## src/rtl/io_pkg.sv

```systemverilog
// Shared types and helpers for the typewriter output stage.
// Contents: OF class codes, FIFO entry layout, FSM state enum and the
// OF/OB -> ASCII translation used by io_typeout.
package io_pkg;

  // {OF3,OF2,OF1} class codes; 3'b110 is unused and emits nothing
  localparam logic [2:0] CLS_DIGIT  = 3'b000;
  localparam logic [2:0] CLS_SIGN   = 3'b001;
  localparam logic [2:0] CLS_TAB    = 3'b010;
  localparam logic [2:0] CLS_CR     = 3'b011;
  localparam logic [2:0] CLS_STOP   = 3'b100;
  localparam logic [2:0] CLS_RELOAD = 3'b101;
  localparam logic [2:0] CLS_WAIT   = 3'b111;

  localparam int unsigned CHAR_W = 7;

  // One queued character as captured from the OF/OB flip-flops
  typedef struct packed {
    logic [2:0] cls;
    logic [3:0] code;
  } char_t;

  // Translation result: has_byte=0 means the class produces no output
  typedef struct packed {
    logic       has_byte;
    logic [7:0] data;
  } ascii_t;

  typedef enum logic [2:0] {
    IDLE,
    DECODE,
    SEND,
    SEND_LF,
    PACE,
    DONE
  } typeout_state_t;

  // First byte of a character; CR's trailing LF is produced by the FSM
  function automatic ascii_t g15_char_to_ascii(input logic [2:0] cls,
                                               input logic [3:0] code);
    ascii_t r;
    r.has_byte = 1'b0;
    r.data     = 8'h00;
    case (cls)
      CLS_DIGIT: begin
        r.has_byte = 1'b1;
        // 0-9 -> '0'-'9'; 10-15 -> 'u'-'z' (0x6B + 10 = 'u')
        r.data = (code < 4'd10) ? (8'h30 + {4'h0, code})
                                : (8'h6B + {4'h0, code});
      end
      CLS_SIGN: begin
        r.has_byte = code[0];
        r.data     = 8'h2D;
      end
      CLS_TAB: begin
        r.has_byte = 1'b1;
        r.data     = 8'h09;
      end
      CLS_CR: begin
        r.has_byte = 1'b1;
        r.data     = 8'h0D;
      end
      CLS_STOP, CLS_RELOAD, CLS_WAIT: r.has_byte = 1'b0;
      default: r.has_byte = 1'b0;
    endcase
    return r;
  endfunction

endpackage

```

## src/rtl/io_typeout_if.sv

```systemverilog
// Character input and host byte-sink signals of io_typeout.
// master: upstream OF/OB stage plus host sink (drives strobe/char, TX_READY)
// slave : io_typeout (drives TX_DATA/TX_VALID)
interface io_typeout_if;
  logic       CHAR_STB;
  logic [2:0] CHAR_OF;
  logic [3:0] CHAR_OB;
  logic [7:0] TX_DATA;
  logic       TX_VALID;
  logic       TX_READY;

  modport master (output CHAR_STB, CHAR_OF, CHAR_OB, TX_READY,
                  input  TX_DATA, TX_VALID);
  modport slave  (input  CHAR_STB, CHAR_OF, CHAR_OB, TX_READY,
                  output TX_DATA, TX_VALID);
endinterface

```

## src/rtl/char_fifo.sv

```systemverilog
// Small synchronous FIFO for queued characters.
// Ports: clk, rst (async high), push/wdata, pop/rdata (show-ahead),
//        full, empty, count (occupancy, 0..DEPTH).
// A push while full is accepted only if a pop frees the slot in the same cycle.
module char_fifo #(
  parameter int unsigned DEPTH = 4,
  parameter int unsigned WIDTH = 7,
  localparam int unsigned CNT_W = $clog2(DEPTH) + 1
) (
  input  logic             clk,
  input  logic             rst,
  input  logic             push,
  input  logic [WIDTH-1:0] wdata,
  input  logic             pop,
  output logic [WIDTH-1:0] rdata,
  output logic             full,
  output logic             empty,
  output logic [CNT_W-1:0] count
);

  localparam int unsigned PTR_W = $clog2(DEPTH);

  logic [WIDTH-1:0] mem [DEPTH];
  logic [PTR_W-1:0] wr_ptr;
  logic [PTR_W-1:0] rd_ptr;
  logic             push_ok;
  logic             pop_ok;

  assign full    = (count == CNT_W'(DEPTH));
  assign empty   = (count == '0);
  assign pop_ok  = pop & ~empty;
  assign push_ok = push & (~full | pop_ok);
  assign rdata   = mem[rd_ptr];

  // Pointers wrap naturally since DEPTH is a power of two
  always_ff @(posedge clk or posedge rst) begin
    if (rst) begin
      wr_ptr <= '0;
      rd_ptr <= '0;
      count  <= '0;
    end else begin
      if (push_ok) wr_ptr <= wr_ptr + PTR_W'(1);
      if (pop_ok)  rd_ptr <= rd_ptr + PTR_W'(1);
      case ({push_ok, pop_ok})
        2'b10:   count <= count + CNT_W'(1);
        2'b01:   count <= count - CNT_W'(1);
        default: count <= count;
      endcase
    end
  end

  // Storage needs no reset: occupancy gates every read
  always_ff @(posedge clk) begin
    if (push_ok) mem[wr_ptr] <= wdata;
  end

endmodule

```

## src/rtl/io_typeout.sv

```systemverilog
// Typewriter output stage: queues OF/OB characters, translates them to
// ASCII, hands bytes to the host sink and paces at typewriter speed.
// Ports: CLOCK, rst (async high), bus (char strobe in, TX valid/ready out),
//        CLR_OVR, FB (per-character feedback pulse), STOP_SEEN, BUSY,
//        FULL, OVERRUN (sticky drop flag).
module io_typeout
  import io_pkg::*;
#(
  parameter int unsigned FIFO_DEPTH = 4,
  parameter int unsigned CHAR_TICKS = 100
) (
  input  logic         CLOCK,
  input  logic         rst,
  io_typeout_if.slave  bus,
  input  logic         CLR_OVR,
  output logic         FB,
  output logic         STOP_SEEN,
  output logic         BUSY,
  output logic         FULL,
  output logic         OVERRUN
);

  localparam int unsigned CNT_W  = $clog2(FIFO_DEPTH) + 1;
  localparam int unsigned PACE_W = (CHAR_TICKS > 1) ? $clog2(CHAR_TICKS) : 1;

  typeout_state_t    state_q, state_d;
  char_t             fifo_wdata, fifo_rdata, hold_q;
  ascii_t            dec;
  logic              fifo_full, fifo_empty, pop_c, handshake;
  logic [CNT_W-1:0]  fifo_count;
  logic [PACE_W-1:0] pace_q, pace_d;
  logic [7:0]        tx_data_q, tx_data_d;
  logic              tx_valid_q, tx_valid_d, fb_d, stop_d;

  assign fifo_wdata = '{cls: bus.CHAR_OF, code: bus.CHAR_OB};
  assign dec        = g15_char_to_ascii(hold_q.cls, hold_q.code);
  assign handshake  = tx_valid_q & bus.TX_READY;

  char_fifo #(.DEPTH(FIFO_DEPTH), .WIDTH(CHAR_W)) u_fifo (
    .clk   (CLOCK),
    .rst   (rst),
    .push  (bus.CHAR_STB),
    .wdata (fifo_wdata),
    .pop   (pop_c),
    .rdata (fifo_rdata),
    .full  (fifo_full),
    .empty (fifo_empty),
    .count (fifo_count)
  );

  // State register
  always_ff @(posedge CLOCK or posedge rst) begin
    if (rst) state_q <= IDLE;
    else     state_q <= state_d;
  end

  // Next-state logic; pop is issued from IDLE only
  always_comb begin
    state_d = state_q;
    pop_c   = 1'b0;
    case (state_q)
      IDLE: if (!fifo_empty) begin
        pop_c   = 1'b1;
        state_d = DECODE;
      end
      DECODE:  state_d = dec.has_byte ? SEND : DONE;
      SEND:    if (handshake) state_d = (hold_q.cls == CLS_CR) ? SEND_LF : PACE;
      SEND_LF: if (handshake) state_d = PACE;
      PACE:    if (pace_q == '0) state_d = DONE;
      DONE:    state_d = IDLE;
      default: state_d = IDLE;
    endcase
  end

  // Output logic: next values of the registered outputs, keyed on state_d
  always_comb begin
    tx_valid_d = (state_d == SEND) || (state_d == SEND_LF);
    tx_data_d  = tx_data_q;
    fb_d       = (state_d == DONE);
    stop_d     = (state_d == DONE) && (hold_q.cls == CLS_STOP);
    pace_d     = pace_q;
    if (state_q == DECODE && state_d == SEND)       tx_data_d = dec.data;
    else if (state_q == SEND && state_d == SEND_LF) tx_data_d = 8'h0A;
    if (state_q != PACE && state_d == PACE)         pace_d = PACE_W'(CHAR_TICKS - 1);
    else if (state_q == PACE && pace_q != '0)       pace_d = pace_q - PACE_W'(1);
  end

  // Registered outputs, holding register and sticky overrun (set beats clear)
  always_ff @(posedge CLOCK or posedge rst) begin
    if (rst) begin
      tx_data_q  <= 8'h00;
      tx_valid_q <= 1'b0;
      FB         <= 1'b0;
      STOP_SEEN  <= 1'b0;
      pace_q     <= '0;
      hold_q     <= '0;
      OVERRUN    <= 1'b0;
    end else begin
      tx_data_q  <= tx_data_d;
      tx_valid_q <= tx_valid_d;
      FB         <= fb_d;
      STOP_SEEN  <= stop_d;
      pace_q     <= pace_d;
      if (pop_c) hold_q <= fifo_rdata;
      if (bus.CHAR_STB && fifo_full && !pop_c) OVERRUN <= 1'b1;
      else if (CLR_OVR)                        OVERRUN <= 1'b0;
    end
  end

  assign bus.TX_DATA  = tx_data_q;
  assign bus.TX_VALID = tx_valid_q;
  assign FULL         = fifo_full;
  assign BUSY         = (fifo_count != '0) || (state_q != IDLE);

endmodule

```

## src/flat_wrapper.sv

```systemverilog
// flat-port wrapper written by rule: the top's interface ports become plain ports
module io_typeout_flat import io_pkg::*;
#(
  parameter int unsigned FIFO_DEPTH = 4,
  parameter int unsigned CHAR_TICKS = 100
)
  (CLOCK, rst, CLR_OVR, FB, STOP_SEEN, BUSY, FULL, OVERRUN, bus_CHAR_STB, bus_CHAR_OF, bus_CHAR_OB, bus_TX_READY, bus_TX_DATA, bus_TX_VALID);
  io_typeout_if bus_i ();
  input  logic CLOCK;
  input  logic rst;
  input  logic CLR_OVR;
  output logic FB;
  output logic STOP_SEEN;
  output logic BUSY;
  output logic FULL;
  output logic OVERRUN;
  input wire logic [$bits(bus_i.CHAR_STB)-1:0] bus_CHAR_STB;
  input wire logic [$bits(bus_i.CHAR_OF)-1:0] bus_CHAR_OF;
  input wire logic [$bits(bus_i.CHAR_OB)-1:0] bus_CHAR_OB;
  input wire logic [$bits(bus_i.TX_READY)-1:0] bus_TX_READY;
  output wire logic [$bits(bus_i.TX_DATA)-1:0] bus_TX_DATA;
  output wire logic [$bits(bus_i.TX_VALID)-1:0] bus_TX_VALID;
  assign bus_i.CHAR_STB = bus_CHAR_STB;
  assign bus_i.CHAR_OF = bus_CHAR_OF;
  assign bus_i.CHAR_OB = bus_CHAR_OB;
  assign bus_i.TX_READY = bus_TX_READY;
  assign bus_TX_DATA = bus_i.TX_DATA;
  assign bus_TX_VALID = bus_i.TX_VALID;
  io_typeout #(.FIFO_DEPTH(FIFO_DEPTH), .CHAR_TICKS(CHAR_TICKS)) u_core (.CLOCK(CLOCK), .rst(rst), .bus(bus_i), .CLR_OVR(CLR_OVR), .FB(FB), .STOP_SEEN(STOP_SEEN), .BUSY(BUSY), .FULL(FULL), .OVERRUN(OVERRUN));
endmodule
```

## config.mk

```make
export PLATFORM = sky130hd
export DESIGN_NAME = io_typeout_flat
export DESIGN_NICKNAME = d
export VERILOG_FILES = /design/src/rtl/io_pkg.sv /design/src/rtl/io_typeout_if.sv /design/src/rtl/char_fifo.sv /design/src/rtl/io_typeout.sv /design/src/flat_wrapper.sv
export SDC_FILE = /design/constraint.sdc
export NUM_CORES = 1
export LEC_CHECK = 0
export BUFFER_PORTS_ARGS = -buffer_cell sky130_fd_sc_hd__clkbuf_2
export CAP_MARGIN = 30
export CORE_UTILIZATION = 55
export DETAILED_ROUTE_END_ITERATION = 12
export PLACE_DENSITY = 0.74
export RECOVER_POWER = 100
export REMOVE_ABC_BUFFERS = 1
export SYNTH_ARGS = -nofsm -noshare
export SYNTH_HDL_FRONTEND = slang
export SYNTH_SLANG_ARGS = --single-unit
```

## constraint.sdc

```tcl
create_clock -name CLOCK -period 2.6 [get_ports CLOCK]
set_input_delay 0.13 -clock CLOCK [delete_from_list [all_inputs] [get_ports CLOCK]]
set_output_delay 0.13 -clock CLOCK [all_outputs]
set_load 0.1 [all_outputs]
```

==> results of run 1 <==
## per-stage QoR
step / cells / power, W / util [%] / cell area (µm²) / setup slack [ns]
2_1_floorplan: 212 / 0.001622 / - / 2830 / 0.4573
3_3_place_gp: 307 / 0.001715 / 62.79 / 3064 / 0.3686
3_5_place_dp: 307 / 0.001725 / 62.79 / 3064 / 0.3244
4_1_cts: 325 / 0.002731 / 68.05 / 3321 / 0.3227
5_1_grt: 325 / 0.002828 / 66.56 / 3248 / 0.08251
6_report: 325 / 0.002699 / 66.56 / 3248 / 0.3210
## final timing paths
check / end / start
min in group asynchronous: u_core.u_fifo.wr_ptr[0] / rst
min: u_core.OVERRUN / CLR_OVR
max in group asynchronous: u_core.pace_q[3] / rst
max reg2reg: u_core.u_fifo.count[1] / u_core.state_q[2]
max: BUSY / u_core.state_q[0]
min reg2reg: u_core.bus.TX_DATA[6] / u_core.bus.TX_DATA[6]
## registers in the layout, summed over array words and instances, names as in the netlist
signal                count
u_core.hold_q             7
u_core.u_fifo.mem        28
u_core.state_q            3
u_core.STOP_SEEN          1
u_core.bus.TX_DATA        7
u_core.pace_q             7
u_core.OVERRUN            1
u_core.FB                 1
u_core.u_fifo.rd_ptr      2
u_core.u_fifo.wr_ptr      2
u_core.bus.TX_VALID       1
u_core.u_fifo.count       3
## logic make-up after synthesis
family,count (synthesis),synth area share [%]
AOI/OAI and AO/OA,40,10.06
xor gates and xnor gates,6,1.829
adders and majority gates,7,3.310
buffers and inverters,24,3.441
DFF,63,59.76
muxes,15,8.493
other,1,0.1305
and+or+nand+nor,65,12.98
## cells in the final DEF (no fill, tap or decap), drive strengths merged, types with 4 or more instances in the layout
cell type	Yosys	layout
clkbuf	3	37
dfrtp	35	35
edfxtp	28	28
nand2	19	19
inv	15	15
nor2	13	13
a21oi	9	9
mux4	7	7
o21ai	7	7
nor3	7	7
a31oi	6	6
ha	6	6
mux2	5	5
and2	5	5
xnor2	4	4
## worst register-to-register path, stage by stage, from the launching register on
cell,delay (ns)
dfrtp_1,0.44
or3_4,0.43
nor2_4,0.31
nand2_1,0.12
fa_1,0.43
inv_1,0.08
o221ai_1,0.10
a31oi_1,0.17
o22a_1,0.15
## report_power, final
part / switching, W / total (W) / internal (W)
logic: 0.000301 / 0.000432 / 0.000131
clock network: 0.000371 / 0.00100 / 0.000633
registers: 0.0000797 / 0.00126 / 0.00118
## layer usage
metal,GRT usage (%),up-vias,share of wire [%]
met3,4.607,8,4.0
met2,29.90,41,45
met4,11.32,0,1.9
met5,0,-,0
li1,-,877,-
met1,28.56,872,49
## repair_timing
action	CTS	global route
setup endpoints to repair	0	0
gates resized for setup	0	0
setup buffers	0	0
endpoints found under the hold margin	38	0
hold buffers	2	0
## layout make-up
type,instances,share of cell area [%]
clock buffers,10,3.929
clock inverters,6,3.351
inverters,15,1.733
multi-input cells,134,31.39
flip-flops and latches,63,52.85
well taps,67,2.581
repair buffers,30,4.160
==> reports/metrics.csv, run 1 <==
metric;value;unit
status;complete, but fails checks;
failing checks;capacitance limit, slew limit;
Initial Util;58.87;%
Post-Route WL;4641;µm
most common cell in the synthesized netlist;dfrtp_1;
Post-Syn Instances;221;
core outline area;4880;µm²
routability congestion estimate;0.8095;
synthesis-stage register bit count;63;
cell area after synthesis;2873;µm²
ant diodes;0;
register clock-pin slew on the reported worst setup and hold paths;0.07;ns
initial antenna violation count;0;
clock sinks;63;
Area Growth Syn to Fin;13.07;%
slowest library cell on the worst path;nor3_1;
max_slew headroom;-20.57;%
Fmax achieved;438.8;MHz
area enclosed by the die boundary;5516;µm²
power per cell area;830.8;nW/µm²
fraction of final layout cells sized beyond drive strength 1;13.95;%
total DRC errors in the routed layout;0;
largest cells by area after synthesis;dfrtp_1 30%, edfxtp_1 29%, mux4_2 5.5%;
wire length per cell after detailed routing;14.28;µm
Worst setup EP type;output port;
Vias/cell;5.532;
number of enable flip-flop cells after synthesis;28;
total routing resource utilization after global routing;20.43;%
Rows;25;
setup violators final;0;
global-route wire length before repair;8135;µm
pin count of the biggest net entering global routing;36;
area of the multi-input gates;1020;µm²
number of cells traversed by the worst register-to-register path;8;
Max clock buf depth;2;
pin slew with the least headroom to its limit;1.808;ns
classification of the worst-slack hold path;in -> reg;
number of different library cells in the post-synthesis netlist;53;
primary flip-flop cell chosen by synthesis mapping;dfrtp_1;
count of filler cells inserted in the layout;422;
cell leakage power;1.266;nW
I/O pins;26;
critical path fanouts, max;8;
Worst Hold Margin;0.05580;ns
most used standard cells in the synthesized netlist;35 x dfrtp_1, 28 x edfxtp_1, 19 x nand2_1;
cell accounting for the most synthesized area;dfrtp_1;
Crit Path Class;reg -> out;
worst setup slack for register-to-register paths;0.33;ns
CP startpoint kind;flip-flop;
clock root cell;clkbuf_8;
floorplan die width;74.27;µm
required time reported for the critical path endpoint;2.47;ns
CP Data Arrival Time;2.15;ns
number of global-route vias before repair;1761;
unrepaired setup endpoints after global routing;no;
Num CTS Buffers;9;
top cell type's share of synthesized area;30.49;%
half-perimeter wire length after detailed placement;3173;µm
Die Y-Extent;74.27;µm
drt initial violations;130;
Vias;1798;
sequential cell area;1717;µm²
# H-tree levels;3;
maximum clock skew at final layout;0.006026;ns
GRT Residual Overflow;0;
sequence of cells on the critical path;clkbuf_1, nor3_1, nand2_1, clkbuf_2;
count of nets after finishing;272;
number of detailed-routing iterations run before antenna repair;5;
count of buffer and inverter cells on the critical path;2;
slowest stage delay, CP;0.75;ns
number of instances on the worst hold path;3;
max capacitance violation total;1;
Syn. warnings;0;
Avg Cell Area, Syn;13.00;µm²
minimum period implied by the final worst setup slack;2.279;ns
I/O Buffers;24;
post-synthesis sequential area ratio;59.76;%
Antenna Nets Post-Route;0;
maximum ir drop on the vdd rail;526.1;µV
Total Negative Setup Slacks;0;ns
clock tree from TritonCTS;done;
final critical-path share of the clock period;87.65;%
Async S/R FF share, synth;55.56;%
Worst path depth;4;
Max Slew Vio Count;36;
clock latency on the worst-skew pair;0.34;ns
crit-path leading delay family;simple AND/OR/NAND/NOR gates;
number of hold-slack violations in the final timing report;0;
(Power assumes the default switching activity.)
==> run 2, diff against run 1 <==
- GPL_TIMING_DRIVEN: default -> 0
==> reports/metrics.csv, run 2 (same netlist as run 1, synthesis figures left out) <==
metric;value;unit
Total Negative Setup Slacks;0;ns
fraction of final layout cells sized beyond drive strength 1;15.95;%
maximum clock skew at final layout;0.005369;ns
pin count of the biggest net entering global routing;22;
unrepaired setup endpoints after global routing;no;
Die Y-Extent;74.27;µm
register clock-pin slew on the reported worst setup and hold paths;0.07;ns
Post-Route WL;4988;µm
critical path fanouts, max;15;
required time reported for the critical path endpoint;2.88;ns
setup violators final;0;
final core utilization;66.87;%
Max Slew Vio Count;0;
Area Growth Syn to Fin;13.59;%
pin slew with the least headroom to its limit;1.166;ns
number of global-route vias before repair;1684;
max_slew headroom;22.61;%
clock sinks;63;
Fmax achieved;421.6;MHz
minimum period implied by the final worst setup slack;2.372;ns
status;finished, final reports clean;
count of nets after finishing;271;
Max clock buf depth;2;
half-perimeter wire length after detailed placement;3336;µm
Vias/cell;5.608;
number of hold-slack violations in the final timing report;0;
# H-tree levels;3;
post-CTS setup buffer count;0;
wire length per cell after detailed routing;15.40;µm
number of instances resized during post-cts repair;0;
Crit Path Class;reg -> reg;
clock tree from TritonCTS;done;
Worst Hold Margin;0.04725;ns
Rows;25;
GRT Residual Overflow;0;
classification of the worst-slack hold path;in -> reg;
number of flip-flops in the largest register;28;
final critical-path share of the clock period;91.22;%
number of buffers inserted by hold repair at cts;2;
total routing resource utilization after global routing;20.59;%
clock latency on the worst-skew pair;0.34;ns
Num CTS Buffers;9;
routability congestion estimate;0.7644;
Initial Util;58.87;%
I/O pins;26;
drt initial violations;122;
minimum setup slack after placement;0.2261;ns
highest-count cells in the layout ignoring fill and taps;35 x dfrtp_1, 28 x edfxtp_1, 20 x clkbuf_1;
power per cell area;817.5;nW/µm²
most frequent standard cell in the layout excluding fill and tap cells;dfrtp_1;
ant diodes;0;
max capacitance violation total;0;
global-route wire length before repair;8059;µm
total DRC errors in the routed layout;0;
maximum ir drop on the vdd rail;638.4;µV
total power;0.002668;W
clock root cell;clkbuf_8;
core outline area;4880;µm²
Top reg by flops;u_core.u_fifo.mem;
I/O Buffers;24;
count of filler cells inserted in the layout;378;
Worst setup EP type;flip-flop;
Vias;1817;
initial antenna violation count;0;
CP startpoint kind;flip-flop;
CP Data Arrival Time;2.65;ns
area enclosed by the die boundary;5516;µm²
floorplan die width;74.27;µm
number of detailed-routing iterations run before antenna repair;4;
Antenna Nets Post-Route;0;
cell leakage power;1.271;nW
post-layout worst setup margin;0.2282;ns
run 2: where the power goes:
group	total (W)	leakage (nW)	internal, W	switching, W
combinational	0.000439	0.451	0.000132	0.000307
clock	0.000969	0.111	0.000551	0.000418
sequential	0.00126	0.709	0.00118	0.0000775
run 2: area by class of cell:
cell class | instances | area [µm²] | share of cell area (%)
Multi-Input combinational cell | 134 | 1042 | 31.94
Clock buffer | 9 | 123.9 | 3.796
Clock inverter | 7 | 102.6 | 3.144
Inverter | 15 | 56.30 | 1.725
Sequential cell | 63 | 1717 | 52.61
Timing Repair Buffer | 29 | 137.6 | 4.218
Tap cell | 67 | 83.83 | 2.569
run 2: worst max-delay path: stages, from the launching register on:
cell and delay [ns]:
dfrtp_1 0.46, or3_4 0.46, nor2_4 0.33, nand2_1 0.12, fa_1 0.43, inv_1 0.09, o221ai_1 0.10, a31oi_1 0.18
o22a_1 0.15
run 2: worst paths after layout:
kind	from	cells past startpoint	end	slack, ns
max	u_core.state_q[0]	8	u_core.u_fifo.count[1]	0.23
min	CLR_OVR	3	u_core.OVERRUN	0.05
max reg2reg	u_core.state_q[0]	8	u_core.u_fifo.count[1]	0.23
min reg2reg	u_core.pace_q[5]	1	u_core.pace_q[5]	0.48
max in group asynchronous	rst	4	u_core.bus.TX_DATA[1]	0.93
min in group asynchronous	rst	3	u_core.u_fifo.wr_ptr[1]	0.47
run 2: stage by stage:
step           cells  area, µm²
4_1_cts          322       3308
6_report         324       3263
3_3_place_gp     303       3034
3_5_place_dp     304       3062
5_1_grt          324       3263
2_1_floorplan    212       2830
run 2: metal layers:
metal / track usage, % / vias to the layer above / part of all wire [%]
met5: 0 / - / 0
met4: 10.69 / 0 / 1.9
met3: 5.149 / 12 / 4.0
met2: 31.82 / 33 / 48
met1: 27.23 / 897 / 46
li1: - / 875 / -
==> run 3, diff against run 2 <==
- MAX_ROUTING_LAYER: default -> met4
==> reports/metrics.csv, run 3 (same netlist as run 1, synthesis figures left out) <==
metric;value;unit
clock network fraction of total power;36.3;%
Post-Route WL;5020;µm
setup violators final;0;
slowest library cell on the worst path;dfrtp_1;
Fmax achieved;422.0;MHz
Internal Power;0.001865;W
CP startpoint kind;flip-flop;
Max Slew Vio Count;0;
Die Y-Extent;74.27;µm
Rows;25;
most frequent standard cell in the layout excluding fill and tap cells;dfrtp_1;
number of hold-slack violations in the final timing report;0;
number of detailed-routing iterations run before antenna repair;4;
I/O pins;26;
count of buffer and inverter cells on the critical path;1;
number of flip-flops in the largest register;28;
Worst setup EP type;flip-flop;
Max clock buf depth;2;
floorplan die width;74.27;µm
clock sinks;63;
cell leakage power;1.271;nW
Area Growth Syn to Fin;13.59;%
Top reg by flops;u_core.u_fifo.mem;
maximum ir drop on the vdd rail;639.3;µV
Num CTS Buffers;9;
Vias;1840;
max capacitance violation total;0;
fraction of final layout cells sized beyond drive strength 1;15.95;%
area enclosed by the die boundary;5516;µm²
sequential share of power;47.2;%
GRT Residual Overflow;0;
Antenna Nets Post-Route;0;
count of nets after finishing;271;
post-CTS setup buffer count;0;
required time reported for the critical path endpoint;2.88;ns
clock latency on the worst-skew pair;0.34;ns
# H-tree levels;3;
core outline area;4880;µm²
routability congestion estimate;0.7745;
Crit Path Class;reg -> reg;
Initial Util;58.87;%
pin slew with the least headroom to its limit;1.166;ns
slowest stage delay, CP;0.46;ns
highest-count cells in the layout ignoring fill and taps;35 x dfrtp_1, 28 x edfxtp_1, 20 x clkbuf_1;
number of instances resized during post-cts repair;0;
minimum period implied by the final worst setup slack;2.370;ns
switch share;30.10;%
max_slew headroom;22.61;%
total DRC errors in the routed layout;0;
status;finished, final reports clean;
global-route wire length before repair;8066;µm
initial antenna violation count;0;
sequence of cells on the critical path;or3_4, nor2_4, nand2_1, fa_1, inv_1, o221ai_1, a31oi_1, o22a_1;
number of buffers inserted by hold repair at cts;2;
ant diodes;0;
clock root cell;clkbuf_8;
Total Negative Setup Slacks;0;ns
total routing resource utilization after global routing;21.26;%
wire length per cell after detailed routing;15.49;µm
maximum clock skew at final layout;0.005607;ns
unrepaired setup endpoints after global routing;no;
net switching power of the design;0.0008033;W
Vias/cell;5.679;
critical path fanouts, max;15;
half-perimeter wire length after detailed placement;3336;µm
power per cell area;817.7;nW/µm²
CP Data Arrival Time;2.65;ns
register clock-pin slew on the reported worst setup and hold paths;0.07;ns
share of total power in combinational logic;16.5;%
drt initial violations;122;
I/O Buffers;24;
number of global-route vias before repair;1686;
Worst Hold Margin;0.04815;ns
classification of the worst-slack hold path;in -> reg;
crit-path leading delay family;simple AND/OR/NAND/NOR gates;
pin count of the biggest net entering global routing;22;
final critical-path share of the clock period;91.14;%
clock tree from TritonCTS;done;
## run 3: cell counts in the layout (fill, tap and decap cells not counted)
No cell type changed its count.
## run 3: final timing paths
check | slack, ns | start | cells after the start | end
min reg2reg | 0.48 | u_core.pace_q[5] | 1 | u_core.pace_q[5]
max in group asynchronous | 0.93 | rst | 4 | u_core.state_q[2]
min | 0.05 | CLR_OVR | 3 | u_core.OVERRUN
min in group asynchronous | 0.47 | rst | 3 | u_core.u_fifo.wr_ptr[1]
max | 0.23 | u_core.state_q[0] | 8 | u_core.u_fifo.count[1]
max reg2reg | 0.23 | u_core.state_q[0] | 8 | u_core.u_fifo.count[1]
## run 3: power by group through the flow
| stage | clock [W] | combinational (W) | sequential [W] |
|---|---|---|---|
| after floorplan | 0 | 0.000312 | 0.00131 |
| after global placement | 0 | 0.000441 | 0.00127 |
| after detailed placement | 0 | 0.000456 | 0.00128 |
| after CTS | 0.000981 | 0.000458 | 0.00126 |
| after global routing | 0.00103 | 0.000480 | 0.00127 |
| final | 0.000969 | 0.000439 | 0.00126 |
## run 3: per-layer routing
metal	global-route usage [%]	wire [µm]	vias up
li1	-	-	878
met1	27.41	2272	904
met2	31.82	2436	47
met3	4.878	211	11
met4	10.69	99	0
met5	-	0	-
## run 3: worst reg2reg max path: stages (launching register included)
cell	delay (ns)
dfrtp_1	0.46
or3_4	0.46
nor2_4	0.33
nand2_1	0.12
fa_1	0.43
inv_1	0.09
o221ai_1	0.10
a31oi_1	0.18
o22a_1	0.15
## run 3: layout make-up
class,instances,area (µm²)
well taps,67,83.83
clock inverters,7,102.6
inverters,15,56.30
repair buffers,29,137.6
multi-input cells,134,1042
fillers,378,1617
flip-flops and latches,63,1717
clock buffers,9,123.9
## run 3: metrics by stage
step                      utilization [%]  worst slack (ns)  instances  cell area (µm²)  power (W)
after global routing                66.87           0.05575        324             3263   0.002782
final                               66.87            0.2304        324             3263   0.002668
after global placement              62.18            0.2501        303             3034   0.001714
after CTS                           67.79            0.2106        322             3308   0.002698
after floorplan                         -            0.4573        212             2830   0.001622
after detailed placement            62.74            0.2261        304             3062   0.001736
